### src/rtl/div_pkg.sv
// Shared definitions for the restoring divider and its inverse multiplier:
// FSM state encoding and default operand widths.
package div_pkg;

  typedef enum logic [1:0] {
    IDLE = 2'd0,
    CALC = 2'd1,
    DONE = 2'd2
  } state_t;

  localparam int QW_DEF = 8;
  localparam int BW_DEF = 4;

endpackage

### src/rtl/div_inverse_mul.sv
// Shift-add reconstruction of a dividend, p = q*b + r, from divider outputs.
// Optional legality checker on err is built only when DIV_INV_CHECK_EN is defined.
module div_inverse_mul
  import div_pkg::*;
#(
  parameter int QW = QW_DEF,
  parameter int BW = BW_DEF
) (
  input  logic          clk,
  input  logic          reset,
  input  logic [QW-1:0] q,
  input  logic [BW-1:0] b,
  input  logic [BW-1:0] r,
  input  logic          start,
  output logic [QW+BW-1:0] p,
  output logic          ovf,
  output logic          err,
  output logic          busy,
  output logic          done
);

  localparam int PW = QW + BW;
  localparam int CW = (BW > 1) ? $clog2(BW) : 1;

  state_t        r_state;
  state_t        w_state_nxt;
  logic [CW-1:0] r_cnt;
  logic [QW-1:0] r_q;
  logic [BW-1:0] r_b;
  logic [PW-1:0] r_acc;
  logic [PW-1:0] w_addend;
  logic [PW-1:0] w_acc_nxt;
  logic          w_last;
  logic          w_latch;

  always_comb begin
    w_addend  = r_b[r_cnt] ? ({{BW{1'b0}}, r_q} << r_cnt) : '0;
    w_acc_nxt = r_acc + w_addend;
    w_last    = (r_state == CALC) && (r_cnt == CW'(BW - 1));
  end

  always_comb begin
    w_state_nxt = r_state;
    w_latch     = 1'b0;
    case (r_state)
      IDLE: begin
        if (start) begin
          w_state_nxt = CALC;
          w_latch     = 1'b1;
        end
      end
      CALC: begin
        if (w_last) w_state_nxt = DONE;
      end
      DONE: begin
        if (start) begin
          w_state_nxt = CALC;
          w_latch     = 1'b1;
        end else begin
          w_state_nxt = IDLE;
        end
      end
      default: w_state_nxt = IDLE;
    endcase
  end

  // Control and result registers; reset aborts any operation in flight.
  always_ff @(posedge clk or posedge reset) begin
    if (reset) begin
      r_state <= IDLE;
      r_cnt   <= '0;
      busy    <= 1'b0;
      done    <= 1'b0;
      p       <= '0;
      ovf     <= 1'b0;
    end else begin
      r_state <= w_state_nxt;
      done    <= 1'b0;
      if (w_latch) begin
        r_cnt <= '0;
        busy  <= 1'b1;
      end else if (r_state == CALC) begin
        r_cnt <= r_cnt + CW'(1);
        if (w_last) begin
          busy <= 1'b0;
          done <= 1'b1;
          p    <= w_acc_nxt;
          ovf  <= |w_acc_nxt[PW-1:QW];
        end
      end
    end
  end

  // Operand and accumulator registers carry no reset; the FSM qualifies them.
  always_ff @(posedge clk) begin
    if (w_latch) begin
      r_q   <= q;
      r_b   <= b;
      r_acc <= {{QW{1'b0}}, r};
    end else if (r_state == CALC) begin
      r_acc <= w_acc_nxt;
    end
  end

`ifdef DIV_INV_CHECK_EN
  logic [BW-1:0] r_r;

  always_ff @(posedge clk) begin
    if (w_latch) r_r <= r;
  end

  // A legal divider output has a nonzero divisor and a remainder below it.
  always_ff @(posedge clk or posedge reset) begin
    if (reset) begin
      err <= 1'b0;
    end else if (w_last) begin
      err <= (r_b == '0) || (r_r >= r_b);
    end
  end
`else
  assign err = 1'b0;
`endif

endmodule

### config.mk
export PLATFORM = sky130hd
export DESIGN_NAME = div_inverse_mul
export DESIGN_NICKNAME = d
export VERILOG_FILES = /design/src/rtl/div_pkg.sv /design/src/rtl/div_inverse_mul.sv
export SDC_FILE = /design/constraint.sdc
export NUM_CORES = 1
export LEC_CHECK = 0
export CORE_UTILIZATION = 56
export CTS_BUF_LIST = sky130_fd_sc_hd__clkbuf_2
export DETAILED_ROUTE_END_ITERATION = 6
export PLACE_DENSITY = 0.91
export REMOVE_ABC_BUFFERS = 1
export SETUP_SLACK_MARGIN = 0.05
export SLEW_MARGIN = 25
export SYNTH_ARGS = -nofsm -noshare
export SYNTH_HDL_FRONTEND = slang
export SYNTH_SLANG_ARGS = --single-unit
### constraint.sdc
create_clock -name clk -period 4.4 [get_ports clk]
set_input_delay 0.44 -clock clk [delete_from_list [all_inputs] [get_ports clk]]
set_output_delay 0.44 -clock clk [all_outputs]
set_load 0.01 [all_outputs]
# Word level (Yosys, flattened, before mapping)
# Cells that the tools add are included.
# totals
word_cells	48
reg_bits	43
# classes
add_sub_neg	2
n_reduce_logical	9
n_bitwise	1
n_eq_ne	5
order_cmp	1
mux	19
shifts	1
# op_table
operator	n
12-bit adder	1
12-bit 2-to-1 mux	1
8-bit by 2-bit << shifter with 12-bit output	1
1-bit 2-to-1 mux	10
2-bit 2-to-1 mux	4
4-bit 2-to-1 mux	2
2-bit case mux with 3 select lines	1
2-bit == test, second input constant	2
2-bit != test, second input constant	2
2-bit AND reduction	2
2-bit nonzero test	2
4-bit OR reduction	1
2-bit by 3-bit < comparator with 1-bit output, second input constant	1
3-bit AND reduction	1
2-bit by 1-bit adder with 2-bit output, second input constant	1
1-bit binary-select mux with 2-bit select	1
2-bit by 1-bit == test with 1-bit output, second input constant	1
2-bit zero test	1
2-bit OR reduction	1
1-bit logical AND	1
1-bit NOT	1

# Depth between registers and ports, before layout
# Gate-level depths: netlist of run 1.
# logic_depth
word_depth	6
ltp_mapped	13
mapped_depth_nobuf	12

# Worst setup path after synthesis of run 1
# OpenSTA, ideal clock, no wires.
# synth_timing
path_kind	flip-flop to flip-flop
start	register r_cnt[0]
end	register ovf
setup_time_ps	126
path_buffers	2
arrival_time_ps	3109
t_required_ps	4274
path_slack_ps	1165
stages_incl_launch_ff	13
path_cell_list	dfrtp_1 -> clkbuf_1 -> clkbuf_1 -> inv_1 -> and4_1 -> ha_1 -> fa_1 -> a21o_1 -> a41oi_1 -> a2111oi_0 -> a211oi_1 -> nand2_1 -> o32a_1
# synth_between
elab_chain_len	5
elab_cells_between_ends	9
classes_between	add/sub: 1; eq/ne: 1; shift: 1; mux: 3; reduce/logical: 3
# synth_lines
item	line	text
start, declared	div_inverse_mul.sv:27	logic [CW-1:0] r_cnt;
start signal, assigned	div_inverse_mul.sv:83	r_cnt <= r_cnt + CW'(1);
1-bit binary-select mux with 2-bit select	div_inverse_mul.sv:37	w_addend = r_b[r_cnt] ? ({{BW{1'b0}}, r_q} << r_cnt) : '0;
1-bit 2-to-1 mux (not written as such)	div_inverse_mul.sv:37	
12-bit 2-to-1 mux	div_inverse_mul.sv:37	
12-bit adder	div_inverse_mul.sv:38	w_acc_nxt = r_acc + w_addend;
4-bit OR reduction	div_inverse_mul.sv:88	ovf <= |w_acc_nxt[PW-1:QW];
end signal, assigned	div_inverse_mul.sv:88	
end, declared	div_inverse_mul.sv:16	output logic ovf,
# Several ways; a longest one is shown, not always the timed one. The select of a mux whose other input is x is not followed.
# A chain may end at the register's enable or synchronous reset.

# Final worst setup path of run 1
# Same ends and word-level chain as after synthesis.

==> flow_metrics.env, run 1 <==
export IMPL_p_switching_uw=1000
export IMPL_critical_path_cell_chain="mux2_2 > o21ai_1 > a211oi_1 > ha_1 > a21o_1 > a31o_2 > o2111ai_1 > mux2i_1 > nand3_1 > o32a_1"
export IMPL_p_int_uw=1240
export IMPL_cts_root_buf="clkbuf_2"
export IMPL_cts_setup_buffers=0
export IMPL_arrival_ns=4.01
export IMPL_max_freq_ghz=0.271
export IMPL_worstMarginPinSlew_ns=0.744
export IMPL_outcome="complete, no violations"
export IMPL_slew_headroom_pct=50.4
export IMPL_r2r_end="ovf$_DFFE_PP0P_"
export IMPL_reg2regPathDepth=10
export IMPL_ys_seq_elements=43
export IMPL_place_congestion=0.986
export IMPL_vias=1900
export IMPL_cp_required_ns=4.72
export IMPL_grt_ovfl_total=0
export IMPL_sequentialPowerShare_pct=32.5
export IMPL_slew_viol_final=0
export IMPL_share_comb_of_total_power_pct=60.4
export IMPL_async_flop_share_pct=44.2
export IMPL_nNetsFinal=297
export IMPL_die_w_um=66.9
export IMPL_critPathSlowestCell="dfrtp_1"
export IMPL_cp_max_fo=18
export IMPL_hold_violations=0
export IMPL_power_density_nw_per_um2=814
export IMPL_synth_edf_count=16
export IMPL_layout_drive_gt1_share_pct=6.77
export IMPL_power_switching_share_pct=44.6
export IMPL_leakagePower_uw=0.00116
export IMPL_clk_pin_slew_ns=0.22
export IMPL_syn_area_um2=2360
export IMPL_grt_pass1_vias=1881
export IMPL_path_buf_inv=0
export IMPL_start_util_pct=58.5
export IMPL_io_buffers=33
export IMPL_clkPwrFrac_pct=7.1
export IMPL_layout_common_cells="nand2_1 (39), clkdlybuf4s50_1 (33), o21ai_0 (19), dfrtp_1 (19), edfxtp_1 (16)"
export IMPL_ys_seq_area_share_pct=47.4
export IMPL_synthCells=233
export IMPL_clk_latency_ns=0.40
export IMPL_hpwl_mm=3.80
export IMPL_antenna_found_initial=0
export IMPL_die_y_um=66.9
export IMPL_cts_buffers=5
export IMPL_total_power_uw=2240
export IMPL_rsz0062_at_grt="false"
export IMPL_startpoint_type="flip-flop"
export IMPL_ir_worst_vdd_uv=459
export IMPL_final_common_cell="nand2_1"
export IMPL_fillers=340
export IMPL_grt_max_degree=23
export IMPL_cts_sinks=43
export IMPL_track_usage_pct=25.4
export IMPL_drtAntennaViolNets=0
export IMPL_fin_crit_sh_pct=84.0
export IMPL_cap_viol_max_count=0
export IMPL_synth_main_ff_cell="dfrtp_1"
export IMPL_ys_types=55
export IMPL_dieArea_um2=4470
export IMPL_dr_first_iter_drc_count=149
export IMPL_ctsHoldBuffers=0
export IMPL_avgViaCountPerCell=6.01
export IMPL_critPathTopFamily="compound AO/OA/AOI/OAI gates"
export IMPL_rrSetupSlack_ns=0.71
export IMPL_drt_wl_total_mm=4.91
export IMPL_io_pins=35
export IMPL_syn_area_per_cell_um2=10.1
export IMPL_reg2reg_from="r_cnt[0]$_DFFE_PP0P_"
export IMPL_cts_tree="yes"
export IMPL_critPathCaptureType="flip-flop"
export IMPL_row_count=23
export IMPL_antenna_cells=0
export IMPL_slowest_delay_ns=0.81
export IMPL_skew_ns=0.0139
export IMPL_drtPass1Iterations=4
export IMPL_critPathKind="flip-flop to flip-flop"
export IMPL_cts_resized=0
export IMPL_syn_to_final_growth_pct=16.9
export IMPL_core_um2=4030
export IMPL_hp_class="input pin to asynchronous set/reset pin"
export IMPL_ys_warn_count=0
export IMPL_grt_pass1_wl_mm=8.30
export IMPL_drc_errors=0
export IMPL_wire_per_inst_um=15.5
export IMPL_period_needed_ns=3.69
export IMPL_setup_viol=0
export IMPL_tns_ns=0
export IMPL_cts_htree_levels=2
export IMPL_cts_buffer_depth=2
## area by class of cell
type / instances / area (um^2) / area share, %
Multi-Input combinational cell: 172 / 1170 / 42.4
Sequential cell: 43 / 1120 / 40.5
Timing Repair Buffer: 33 / 330 / 12.0
Tap cell: 50 / 62.6 / 2.27
Inverter: 10 / 37.5 / 1.36
Clock buffer: 5 / 25.0 / 0.908
Clock inverter: 3 / 15.0 / 0.545
## worst register-to-register path, delay by kind of cell (launching register included)
family,cells,cell delay [ns]
multiplexers,2,0.63
flip-flops,1,0.81
adder cells (fa/ha/maj),1,0.39
AO/OA/AOI/OAI,6,1.66
AND/OR/NAND/NOR,1,0.12
## worst max path at each step
stage,startpoint,endpoint,slack [ns],cells after the start
CTS,r_cnt[0]$_DFFE_PP0P_,ovf$_DFFE_PP0P_,0.70,10
detailed placement,r_cnt[0]$_DFFE_PP0P_,ovf$_DFFE_PP0P_,0.75,10
global placement,r_cnt[0]$_DFFE_PP0P_,ovf$_DFFE_PP0P_,0.92,10
finish,r_cnt[0]$_DFFE_PP0P_,ovf$_DFFE_PP0P_,0.71,10
global route,r_cnt[0]$_DFFE_PP0P_,ovf$_DFFE_PP0P_,0.48,10
floorplan,r_cnt[0]$_DFFE_PP0P_,r_acc[7]$_SDFFE_PP0P_,1.15,10
## logic make-up after synthesis
group	synth area share, %
fa+ha+maj	7.22
xor+xnor	1.86
other cells	0.159
simple gates	17.2
mux	5.52
flops	47.4
buf+inv	3.03
compound gates	17.7
## layer usage
metal	track usage [%]	wire, um
met1	30.9	2150
met2	43.1	2430
met3	5.14	194
met4	11.7	131
met5	0	0
## stage by stage
stage / instance area (um^2) / setup WS (ns) / std cells / hold WS [ns] / util, %
floorplan: 2320 / 1.15 / 225 / 0.391 / -
global placement: 2720 / 0.925 / 308 / 0.445 / 67.4
detailed placement: 2720 / 0.752 / 308 / 0.451 / 67.4
CTS: 2760 / 0.703 / 316 / 0.445 / 68.4
global route: 2760 / 0.481 / 316 / 0.502 / 68.4
finish: 2760 / 0.705 / 316 / 0.429 / 68.4
## state kept, by name, summed over array words and instances (netlist names)
register,flops
r_cnt,2
busy,1
r_q,8
r_acc,12
r_state,2
ovf,1
done,1
p,12
r_b,4
## synthesized netlist by cell type (2+ instances only)
cell      instances  area [um^2]
nand2_1          39          146
dfrtp_1          19          475
o21ai_0          19         95.1
edfxtp_1         16          480
ha_1             12          150
nor2_1           10         37.5
inv_1             9         33.8
a21oi_1           8         40.0
dfxtp_1           8          160
clkbuf_1          7         26.3
nor2b_1           7         43.8
a211oi_1          6         45.0
nand3_1           6         30.0
a21o_1            4         30.0
mux2i_1           4         40.0
a22o_1            3         26.3
mux4_2            3         67.6
nand2b_1          3         18.8
nor3_1            3         15.0
xor2_1            3         26.3
a31o_2            2         17.5
a32oi_1           2         17.5
and3_1            2         12.5
and4_1            2         17.5
mux2_2            2         22.5
nand4_1           2         12.5
o21a_1            2         15.0
o311a_1           2         20.0
xnor2_1           2         17.5
## power by group through the flow
stage	combinational (uW)	sequential [uW]	clock (uW)
finish	1350	729	160
global route	1510	753	184
CTS	1350	728	168
detailed placement	1340	738	0
global placement	1310	730	0
floorplan	928	738	0
Note: power is estimated with default switching activity, not from simulation.
==> inputs of run 2 (changes only) <==
--- a/config.mk
+++ b/config.mk
@@ -5,10 +5,10 @@
 export SDC_FILE = /design/constraint.sdc
 export NUM_CORES = 1
 export LEC_CHECK = 0
-export CORE_UTILIZATION = 56
+export CORE_UTILIZATION = 51
 export CTS_BUF_LIST = sky130_fd_sc_hd__clkbuf_2
 export DETAILED_ROUTE_END_ITERATION = 6
-export PLACE_DENSITY = 0.91
+export PLACE_DENSITY = 0.88
 export REMOVE_ABC_BUFFERS = 1
 export SETUP_SLACK_MARGIN = 0.05
 export SLEW_MARGIN = 25
==> constraint.sdc (replaced) <==
create_clock -name clk -period 3.1 [get_ports clk]
set_input_delay 0.31 -clock clk [delete_from_list [all_inputs] [get_ports clk]]
set_output_delay 0.31 -clock clk [all_outputs]
set_load 0.01 [all_outputs]
==> run 2 against run 1 <==
  * Global-route usage fell by 1.9 points
  * Maximum frequency grew 23%
  * Combinational power grew 76%
  * Sequential power is 37% higher
  * Critical path depth increased by 1
  * Register-to-register slack lost 0.62 ns
  * Non-clock buffer count grew 20
  * Worst hold slack worse by 0.14 ns
  * Clock-buffer cell count is the same
  * Setup slack worse by 0.62 ns
  * Die area grew 9.5%
  * First-iteration DRC count down 13%
  * Highest routed layer unchanged
==> flow_metrics.env, run 2 (synthesized netlist as in run 1, its figures left out) <==
export IMPL_antenna_cells=0
export IMPL_cp_max_fo=5
export IMPL_grt_pass1_vias=1905
export IMPL_dieArea_um2=4900
export IMPL_die_y_um=70.0
export IMPL_dpl_cell_area_um2=2850
export IMPL_cts_buffers=5
export IMPL_cts_htree_levels=2
export IMPL_row_count=24
export IMPL_drt_wl_total_mm=5.59
export IMPL_layout_drive_gt1_share_pct=16.4
export IMPL_hp_class="input pin to asynchronous set/reset pin"
export IMPL_core_um2=4380
export IMPL_slowest_delay_ns=0.47
export IMPL_fin_crit_sh_pct=97.2
export IMPL_critPathCaptureType="flip-flop"
export IMPL_hold_violations=0
export IMPL_grt_ovfl_total=0
export IMPL_drtAntennaViolNets=0
export IMPL_leakagePower_uw=0.00127
export IMPL_slew_viol_final=0
export IMPL_drc_errors=0
export IMPL_track_usage_pct=23.5
export IMPL_arrival_ns=3.35
export IMPL_antenna_found_initial=0
export IMPL_die_w_um=70.0
export IMPL_preCtsSetupSlack_ns=0.00663
export IMPL_final_area_um2=2970
export IMPL_period_needed_ns=3.01
export IMPL_io_pins=35
export IMPL_setup_viol=0
export IMPL_critPathSlowestCell="dfrtp_2"
export IMPL_io_buffers=33
export IMPL_cts_sinks=43
export IMPL_power_density_nw_per_um2=1220
export IMPL_grt_max_degree=20
export IMPL_place_congestion=0.914
export IMPL_layout_common_cells="nand2_1 (39), clkdlybuf4s50_1 (33), o21ai_0 (19), buf_4 (19), dfrtp_1 (18)"
export IMPL_outcome="complete, no violations"
export IMPL_reg_top3="p (12), r_acc (12), r_q (8)"
export IMPL_cts_root_buf="clkbuf_2"
export IMPL_startpoint_type="flip-flop"
export IMPL_final_common_cell="nand2_1"
export IMPL_nNetsFinal=317
export IMPL_worstMarginPinSlew_ns=0.754
export IMPL_drtPass1Iterations=4
export IMPL_vias=1998
export IMPL_wire_per_inst_um=16.5
export IMPL_cap_viol_max_count=0
export IMPL_critical_path_cell_chain="buf_4 > inv_1 > and4_1 > ha_1 > fa_1 > a21o_1 > a41oi_1 > a2111oi_0 > a211oi_1 > nand2_1 > o32a_1"
export IMPL_start_util_pct=53.7
export IMPL_clk_pin_slew_ns=0.23
export IMPL_critPathKind="flip-flop to flip-flop"
export IMPL_fillers=339
export IMPL_avgViaCountPerCell=5.91
export IMPL_slew_headroom_pct=49.7
export IMPL_dr_first_iter_drc_count=130
export IMPL_clk_latency_ns=0.42
export IMPL_syn_to_final_growth_pct=25.9
export IMPL_max_freq_ghz=0.332
export IMPL_hpwl_mm=4.09
export IMPL_skew_ns=0.0247
export IMPL_worst_slack_ns=0.0868
export IMPL_cts_tree="yes"
export IMPL_cp_required_ns=3.44
export IMPL_rsz0062_at_grt="true"
export IMPL_ir_worst_vdd_uv=567
export IMPL_cts_buffer_depth=2
export IMPL_grt_pass1_wl_mm=9.02
-- run 2: critical path, delay by kind of cell (launching register included) --
family	cells	cell delay, ns
AO/OA/AOI/OAI	5	1.31
adder cells (fa/ha/maj)	2	0.67
buffers and inverters	2	0.20
flip-flops	1	0.47
AND/OR/NAND/NOR	2	0.28
-- run 2: repair_timing --
action	CTS	global route
gates resized for setup	2	10
pin swaps	0	5
buffers inserted	1	2
endpoints found under the setup margin	4	6
gates cloned	0	0
hold buffers	0	0
-- run 2: layout make-up --
cell class	count	area [um^2]	area share, %
Multi-Input combinational cell	172	1220	41.1
Clock inverter	3	17.5	0.590
Tap cell	52	65.1	2.19
Sequential cell	43	1120	37.7
Clock buffer	5	25.0	0.844
Timing Repair Buffer	53	484	16.3
Inverter	10	37.5	1.27
-- run 2: where the power goes --
part	switching, uW	total [uW]	leakage [uW]	internal (uW)
clock network	189	244	0.0000308	55.0
registers	156	1000	0.000448	848
logic	1240	2380	0.000792	1140
total	1590	3630	0.00127	2040
-- run 2: per-stage QoR --
step           power (uW)  setup TNS (ns)  hold slack, ns  cells  util, %
5_1_grt              3890               0           0.328    338     67.7
2_1_floorplan        2370          -0.501           0.261    225        -
3_5_place_dp         3190               0           0.469    327     64.9
3_3_place_gp         3120               0           0.452    327     64.9
4_1_cts              3460               0           0.296    336     66.2
6_report             3630               0           0.286    338     67.7
-- run 2: path summary, 6_finish.rpt --
check,from,endpoint,slack (ns),cells past startpoint
min in group clk,q[0],r_q[0]$_DFFE_PP_,0.44,1
worst max-delay path,r_cnt[0]$_DFFE_PP0P_,ovf$_DFFE_PP0P_,0.09,11
worst min-delay path,reset,p[10]$_DFFE_PP0P_,0.29,2
worst max register to register,r_cnt[0]$_DFFE_PP0P_,ovf$_DFFE_PP0P_,0.09,11
worst min register to register,p[1]$_DFFE_PP0P_,p[1]$_DFFE_PP0P_,0.51,2
max in group asynchronous,reset,r_cnt[0]$_DFFE_PP0P_,2.29,2
-- run 2: routing by layer --
layer	part of all wire, %	vias to the layer above	track usage (%)	wire length (um)
li1	-	960	-	-
met1	42	960	28.8	2360
met2	50	62	39.9	2790
met3	4.6	16	5.05	257
met4	3.2	0	10.4	178
met5	0	-	0	0
==> inputs of run 3 (changes only) <==
--- a/config.mk
+++ b/config.mk
@@ -8,6 +8,7 @@
 export CORE_UTILIZATION = 51
 export CTS_BUF_LIST = sky130_fd_sc_hd__clkbuf_2
 export DETAILED_ROUTE_END_ITERATION = 6
+export GPL_TIMING_DRIVEN = 0
 export PLACE_DENSITY = 0.88
 export REMOVE_ABC_BUFFERS = 1
 export SETUP_SLACK_MARGIN = 0.05
==> run 3 against run 2 <==
  * Clock skew up 0.0047 ns
  * Global-route usage up 0.92 points
  * Critical path type unchanged
  * Maximum frequency down 2.7%
  * Largest power group unchanged
==> flow_metrics.env, run 3 (synthesized netlist as in run 1, its figures left out) <==
export IMPL_drt_wl_total_mm=5.98
export IMPL_fin_crit_sh_pct=99.9
export IMPL_outcome="complete, no violations"
export IMPL_hp_class="input pin to asynchronous set/reset pin"
export IMPL_dpl_cell_area_um2=2720
export IMPL_clk_latency_ns=0.43
export IMPL_start_util_pct=53.7
export IMPL_io_buffers=33
export IMPL_antenna_cells=0
export IMPL_skew_ns=0.0294
export IMPL_place_congestion=0.890
export IMPL_critPathKind="flip-flop to flip-flop"
export IMPL_drc_errors=0
export IMPL_track_usage_pct=24.5
export IMPL_die_w_um=70.0
export IMPL_final_area_um2=3020
export IMPL_slew_headroom_pct=51.4
export IMPL_avgViaCountPerCell=6.09
export IMPL_vias=2021
export IMPL_cts_tree="yes"
export IMPL_slowest_delay_ns=0.58
export IMPL_critical_path_cell_chain="inv_1 > and4_1 > ha_1 > fa_1 > a21o_1 > a41o_2 > nor2_2 > o311a_1 > nand2_1 > o32a_1"
export IMPL_hold_violations=0
export IMPL_cts_htree_levels=2
export IMPL_final_common_cell="nand2_1"
export IMPL_drtAntennaViolNets=0
export IMPL_power_density_nw_per_um2=1260
export IMPL_share_comb_of_total_power_pct=64.5
export IMPL_max_freq_ghz=0.323
export IMPL_cp_max_fo=13
export IMPL_layout_common_cells="nand2_1 (38), clkdlybuf4s50_1 (33), o21ai_0 (19)"
export IMPL_cap_viol_max_count=0
export IMPL_setup_viol=0
export IMPL_wire_per_inst_um=18.0
export IMPL_cts_sinks=43
export IMPL_grt_ovfl_total=0
export IMPL_startpoint_type="flip-flop"
export IMPL_sequentialPowerShare_pct=26.8
export IMPL_worstMarginPinSlew_ns=0.729
export IMPL_dr_first_iter_drc_count=92
export IMPL_grt_pass1_vias=1973
export IMPL_cts_buffers=5
export IMPL_clk_pin_slew_ns=0.24
export IMPL_fin_util_pct=68.8
export IMPL_grt_max_degree=23
export IMPL_drtPass1Iterations=4
export IMPL_critPathSlowestCell="dfrtp_2"
export IMPL_arrival_ns=3.45
export IMPL_critPathTopFamily="compound AO/OA/AOI/OAI gates"
export IMPL_p_switching_uw=1680
export IMPL_io_pins=35
export IMPL_core_um2=4380
export IMPL_critPathCaptureType="flip-flop"
export IMPL_cts_buffer_depth=2
export IMPL_period_needed_ns=3.10
export IMPL_nNetsFinal=311
export IMPL_cts_root_buf="clkbuf_2"
export IMPL_grt_pass1_wl_mm=9.29
export IMPL_dieArea_um2=4900
export IMPL_power_switching_share_pct=44.1
export IMPL_hpwl_mm=3.74
export IMPL_ir_worst_vdd_uv=656
export IMPL_ctsHoldBuffers=0
export IMPL_clkPwrFrac_pct=8.8
export IMPL_die_y_um=70.0
export IMPL_total_power_uw=3810
export IMPL_p_int_uw=2130
export IMPL_cp_required_ns=3.45
export IMPL_slew_viol_final=0
export IMPL_reg_top3="p (12), r_acc (12), r_q (8)"
export IMPL_leakagePower_uw=0.00126
export IMPL_path_buf_inv=1
export IMPL_row_count=24
export IMPL_layout_drive_gt1_share_pct=18.6
export IMPL_syn_to_final_growth_pct=28.0
export IMPL_antenna_found_initial=0
export IMPL_rsz0062_at_grt="true"
run 3: cell count changes in the layout (fill, tap and decap cells not counted), moves of 2 or more:
| cell | before | now |
|---|---|---|
| buf_4 | 19 | 10 |
| buf_6 | 1 | 3 |
| ha_1 | 11 | 9 |
| ha_2 | 1 | 3 |
| nor2b_1 | 6 | 4 |
| nor2b_2 | 0 | 2 |
run 3: final cells by class:
| class | instances | area, um^2 |
|---|---|---|
| Tap cell | 52 | 65.1 |
| Inverter | 10 | 37.5 |
| Fill cell | 337 | 1370 |
| Sequential cell | 43 | 1120 |
| Clock inverter | 3 | 43.8 |
| Timing Repair Buffer | 47 | 444 |
| Clock buffer | 5 | 25.0 |
| Multi-Input combinational cell | 172 | 1280 |
run 3: path summary, 6_finish.rpt:
kind | cells past startpoint | slack (ns) | endpoint | start
max in group asynchronous | 2 | 2.32 | r_cnt[0]$_DFFE_PP0P_ | reset
min reg2reg | 2 | 0.50 | r_acc[9]$_SDFFE_PP0P_ | r_acc[9]$_SDFFE_PP0P_
max reg2reg | 10 | 0.004 | ovf$_DFFE_PP0P_ | r_cnt[1]$_DFFE_PP0P_
min | 2 | 0.26 | r_cnt[1]$_DFFE_PP0P_ | reset
max | 10 | 0.004 | ovf$_DFFE_PP0P_ | r_cnt[1]$_DFFE_PP0P_
min in group clk | 1 | 0.40 | r_b[3]$_DFFE_PP_ | b[3]
run 3: timing repair:
| item | in CTS | in global routing |
|---|---|---|
| buffers inserted | 12 | 2 |
| endpoints found under the setup margin | 16 | 10 |
| pin swaps | 5 | 7 |
| gates resized for setup | 19 | 12 |
run 3: through the flow:
step	setup WS (ns)	hold slack [ns]	TNS (ns)	cells
2_1_floorplan	-0.149	0.261	-0.501	225
3_3_place_gp	-0.554	0.444	-3.62	310
3_5_place_dp	-0.590	0.454	-4.55	310
4_1_cts	0.0438	0.294	0	330
5_1_grt	-0.0674	0.314	-0.242	332
6_report	0.00395	0.256	0	332
run 3: layer usage:
metal,global-route usage [%],wire length (um),up-vias
met5,0,0,-
met4,10.9,155,0
met3,4.91,292,14
met2,42.5,3070,80
met1,29.2,2460,978
li1,-,-,949
run 3: power by group through the flow:
| stage | logic [uW] | registers [uW] | clock network, uW |
|---|---|---|---|
| 3_3_place_gp | 1850 | 1040 | 0 |
| 5_1_grt | 2650 | 1050 | 353 |
| 6_report | 2460 | 1020 | 334 |
| 3_5_place_dp | 1920 | 1050 | 0 |
| 2_1_floorplan | 1320 | 1050 | 0 |
| 4_1_cts | 2270 | 1010 | 334 |
